--- src/rtl/alu_seq.sv ---
// Sequencing front-end for the 8-bit ALU: 4x8 register file, IDLE/EXEC/WB sequencer, direct load port.
// Optional zero flag output compiled in with `define ALU_SEQ_ZFLAG_EN.
module alu_seq (
  input  logic       clk,
  input  logic       rst,
  input  logic       instr_valid,
  output logic       instr_ready,
  input  logic [7:0] instr,
  input  logic       ld_valid,
  output logic       ld_ready,
  input  logic [1:0] ld_addr,
  input  logic [7:0] ld_data,
  output logic [7:0] alu_a,
  output logic [7:0] alu_b,
  output logic       alu_addsub,
  output logic       alu_shift,
  input  logic [7:0] alu_out,
  output logic       done,
  output logic [7:0] result
`ifdef ALU_SEQ_ZFLAG_EN
  ,
  output logic       flag_z
`endif
);

  localparam logic [1:0] IDLE = 2'd0;
  localparam logic [1:0] EXEC = 2'd1;
  localparam logic [1:0] WB   = 2'd2;

  localparam logic [1:0] OP_SUB = 2'b01;
  localparam logic [1:0] OP_SHL = 2'b10;
  localparam logic [1:0] OP_MOV = 2'b11;

  logic [1:0] state;
  logic [1:0] opQ;
  logic [1:0] rdQ;
  logic [7:0] resQ;
  logic [7:0] rf [4];
  logic       accept;
  logic       ldTake;

  // Handshake readies decode from the state register only.
  assign instr_ready = (state == IDLE);
  assign ld_ready    = (state != WB);
  assign accept      = instr_valid & instr_ready;
  assign ldTake      = ld_valid & ld_ready;

  // NOTE: all sequential state uses non-blocking assignments so every register samples pre-edge values.
  always_ff @(posedge clk or posedge rst) begin
    if (rst) begin
      state <= IDLE;
    end else begin
      case (state)
        IDLE:    if (accept) state <= EXEC;
        EXEC:    state <= WB;
        WB:      state <= IDLE;
        default: state <= IDLE;
      endcase
    end
  end

  // alu_a/alu_b double as the operand latches, so the ALU inputs only move on entry to EXEC.
  always_ff @(posedge clk or posedge rst) begin
    if (rst) begin
      opQ        <= 2'b00;
      rdQ        <= 2'b00;
      alu_a      <= 8'h00;
      alu_b      <= 8'h00;
      alu_addsub <= 1'b0;
      alu_shift  <= 1'b0;
      resQ       <= 8'h00;
    end else begin
      if (accept) begin
        opQ        <= instr[7:6];
        rdQ        <= instr[5:4];
        alu_a      <= rf[instr[3:2]];
        alu_b      <= rf[instr[1:0]];
        alu_addsub <= (instr[7:6] != OP_SUB);
        alu_shift  <= (instr[7:6] == OP_SHL);
      end
      if (state == EXEC) begin
        resQ <= (opQ == OP_MOV) ? alu_a : alu_out;
      end
    end
  end

  always_ff @(posedge clk or posedge rst) begin
    if (rst) begin
      done   <= 1'b0;
      result <= 8'h00;
    end else begin
      done <= (state == WB);
      if (state == WB) begin
        result <= resQ;
      end
    end
  end

`ifdef ALU_SEQ_ZFLAG_EN
  always_ff @(posedge clk or posedge rst) begin
    if (rst) begin
      flag_z <= 1'b0;
    end else if (state == WB) begin
      flag_z <= (resQ == 8'h00);
    end
  end
`endif

  // NOTE: the register file is reset explicitly because software relies on r0..r3 reading 0x00 after reset.
  // Write-back and direct loads never collide: ld_ready is low in WB.
  always_ff @(posedge clk or posedge rst) begin
    if (rst) begin
      for (int i = 0; i < 4; i++) rf[i] <= 8'h00;
    end else if (state == WB) begin
      rf[rdQ] <= resQ;
    end else if (ldTake) begin
      rf[ld_addr] <= ld_data;
    end
  end

endmodule

--- config.mk ---
export PLATFORM = sky130hd
export DESIGN_NAME = alu_seq
export DESIGN_NICKNAME = d
export VERILOG_FILES = /design/src/rtl/alu_seq.sv
export SDC_FILE = /design/constraint.sdc
export NUM_CORES = 1
export LEC_CHECK = 0
export BUFFER_PORTS_ARGS = -buffer_cell sky130_fd_sc_hd__buf_2
export CAP_MARGIN = 20
export CORE_ASPECT_RATIO = 2
export CORE_UTILIZATION = 43
export DETAILED_ROUTE_END_ITERATION = 6
export HOLD_SLACK_MARGIN = 0.1
export SLEW_MARGIN = 20
export SYNTH_ARGS = -nofsm -noshare
export SYNTH_HDL_FRONTEND = slang
export SYNTH_SLANG_ARGS = --single-unit
--- constraint.sdc ---
create_clock -name clk -period 5.98 [get_ports clk]
set_input_delay 1.196 -clock clk [delete_from_list [all_inputs] [get_ports clk]]
set_output_delay 1.196 -clock clk [all_outputs]
set_load 0.03 [all_outputs]
==> impl_metrics.py <==
metrics = {
    "status": {
        "status": "completed",
    },
    "setup_path": {
        "required_ns": 4.78,
        "end_kind": "output pin",
        "worstSetupPathType": "reg2out",
        "critPathLaunchType": "register",
        "worstPathArrival_ns": 1.67,
        "worstPathMaxFanout": 15,
    },
    "power_and_ir_drop": {
        "p_int_w": 0.00137,
        "power_density_nw_per_um2": 510,
        "seq_power_share_pct": 40.7,
        "vdd_drop_max_v": 0.000187,
        "p_leak_nw": 1.96,
        "swShare_pct": 36.2,
        "clkPwrFrac_pct": 27.5,
        "comb_power_share_pct": 31.8,
        "switching_power_w": 0.000781,
        "finalPower_w": 0.00216,
    },
    "timing": {
        "finalSetupTns_ns": 0,
        "period_share_pct": 47.8,
        "period_needed_ns": 2.86,
        "rsz0062_at_grt": "no",
        "maxSlewHeadroom_pct": 51.5,
        "timing.final.setup_violations": 0,
        "fin_skew_ns": 0.00752,
        "tightest_slew_ns": 0.727,
        "holdWs_ns": 0.468,
        "hold_violations": 0,
        "fin_ws_ns": 3.12,
        "slew_violations": 0,
        "max_freq_mhz": 350,
    },
    "clocking": {
        "clkSlewWorstSetupHoldPaths_ns": 0.05,
        "cts_sinks": 73,
        "cts_root_buf": "clkbuf_16",
        "cts_resized": 0,
        "worstSkewPairLatency_ns": 0.34,
        "cts.path.max_buffers": 2,
        "post_cts_buffers": 0,
        "cts_tree": "yes",
        "htree_levels": 3,
        "cts_buffers": 9,
        "cts.hold.buffers_added": 0,
    },
    "floorplan": {
        "placementRows": 46,
        "chipHeight_microns": 131,
        "io_pins": 59,
        "die_w_microns": 66.5,
        "die_area_sq_um": 8700,
        "fp.coreArea_sq_um": 8000,
        "initial_core_util_pct": 44.7,
    },
    "grt": {
        "gr-total-overflow": 0,
        "grt_max_degree": 53,
        "grt_pass1_vias": 2720,
        "antenna_found_initial": 0,
        "grt_pass1_wl_microns": 14600,
        "grt_usage_pct": 23.6,
    },
    "route": {
        "drt-vias-per-instance": 5.66,
        "wirelength_microns": 9080,
        "firstDrtPassIters": 4,
        "ant_nets": 0,
        "drt_drc_violations_left": 0,
        "drt_iter0_drc": 160,
        "vias": 2602,
        "wl_per_cell_microns": 19.7,
    },
    "job": {
        "maxCapViolCount": 0,
    },
    "synthesis": {
        "synth_top_area_share_pct": 51.1,
        "synth_ff_type": "dfrtp_1",
        "synth_warnings": 0,
        "synth_edf_count": 0,
        "yosysMostFrequentCell": "dfrtp_1",
        "postSynthCellCount": 307,
        "yosys.area.top_type": "dfrtp_1",
        "synthDistinctLibCells": 32,
        "ys_top_cells_by_count": "dfrtp_1, nand2_1, o21ai_0",
        "async_flop_share_pct": 100,
        "synth.area.top_cells": "dfrtp_1, mux4_2, mux2_2, o21ai_0, nand2_1",
        "synth-seq-cells": 73,
        "syn_area_sq_um": 3570,
        "synth.avg_cell_area_sq_um": 11.6,
        "yosysSeqAreaShare_pct": 51.1,
        "synth_nets": 337,
    },
    "layout": {
        "diodes": 0,
        "instances_no_fill": 460,
        "syn2layout_area_growth_pct": 18.2,
        "drive_gt1_share_pct": 34.1,
        "nNetsFinal": 389,
        "fillers": 749,
    },
    "placement": {
        "io_buffers": 58,
        "pre_cts_ws_ns": 3.30,
        "hpwlAfterDp_microns": 6360,
        "dp_cells": 444,
        "gp_congestion": 0.870,
    },
    "worst_hold_path": {
        "hold_class": "reg2reg",
    },
}
-- cell usage in the layout, fill, tap and decap left out, types with 2 or more instances in the layout --
cell,Yosys,final
dfrtp_1,73,73
buf_2,9,58
nand2_1,35,35
o21ai_0,27,27
inv_1,22,21
mux2_2,20,20
mux4_2,16,16
a22oi_1,15,15
a21oi_1,9,9
o22a_1,9,9
clkbuf_16,0,9
nor2_1,8,8
mux2i_1,8,8
and3_1,6,6
nand2b_1,5,5
a221o_1,5,5
nand3_1,3,3
or2_2,3,3
a2bb2oi_1,3,3
nand3b_1,3,3
nor3b_2,3,3
or2_1,3,3
nor2b_1,3,3
and2_1,3,2
nor3_2,2,2
bufinv_16,0,2
-- cell families (layout without fill, tap and decap cells) --
| group | Yosys count | after routing | synth area share, % |
|---|---|---|---|
| buffers and inverters | 41 | 98 | 5.22 |
| AND/OR/NAND/NOR | 79 | 79 | 12.1 |
| AO/OA/AOI/OAI | 70 | 70 | 13.0 |
| multiplexers | 44 | 44 | 18.6 |
| flip-flops | 73 | 73 | 51.1 |
-- layout make-up --
cell class / instances / area, sq um / area share (%)
well taps: 96 / 120 / 2.84
multi-input cells: 193 / 1560 / 37.0
clock buffers: 10 / 239 / 5.66
repair buffers: 59 / 298 / 7.05
inverters: 23 / 88.8 / 2.10
clock inverters: 6 / 90.1 / 2.13
flip-flops and latches: 73 / 1830 / 43.2
-- sequential cells by signal, summed over array words and instances (netlist names), 2 cells and up --
register,cells
alu_a,8
alu_b,8
result,8
state,2
rdQ,2
opQ,2
resQ,8
rf,32
-- power by group through the flow --
stage	sequential, W	clock [W]	combinational (W)
global placement	0.000873	0	0.000678
CTS	0.000875	0.000602	0.000693
global route	0.000911	0.000625	0.000746
detailed placement	0.000881	0	0.000690
floorplan	0.000997	0	0.000358
finish	0.000878	0.000592	0.000686
-- per-layer routing --
layer  share of wire, %  GRT usage (%)  routed length [microns]  vias to the layer above
met5                  0              0                        0                        -
met1                 39           28.5                     3550                     1293
met4                2.8           13.6                      254                        0
met2                 53           39.4                     4840                       85
li1                   -              -                        -                     1204
met3                4.8           3.65                      432                       20
-- stage by stage --
stage / area, sq um / utilization (%)
5_1_grt: 4220 / 52.8
6_report: 4220 / 52.8
4_1_cts: 4220 / 52.8
3_3_place_gp: 3890 / 48.7
2_1_floorplan: 3570 / -
3_5_place_dp: 3890 / 48.7
-- path summary, 6_finish.rpt --
path                              to  cells past startpoint       from  slack (ns)
min in group asynchronous   alu_b[0]                      2        rst        0.88
max in group asynchronous     rf[28]                      3        rst        4.05
max                         ld_ready                      2   state[1]        3.12
min reg2reg                result[6]                      2  result[6]        0.47
max reg2reg                   rf[27]                      5   state[1]        3.48
min                        result[6]                      2  result[6]        0.47
-- critical path, cell delays in order, from the launching register on --
cell      delay [ns]
dfrtp_1         0.45
nand2b_1        0.56
buf_2           0.32
No activity file was read; power rests on OpenSTA's default activity.
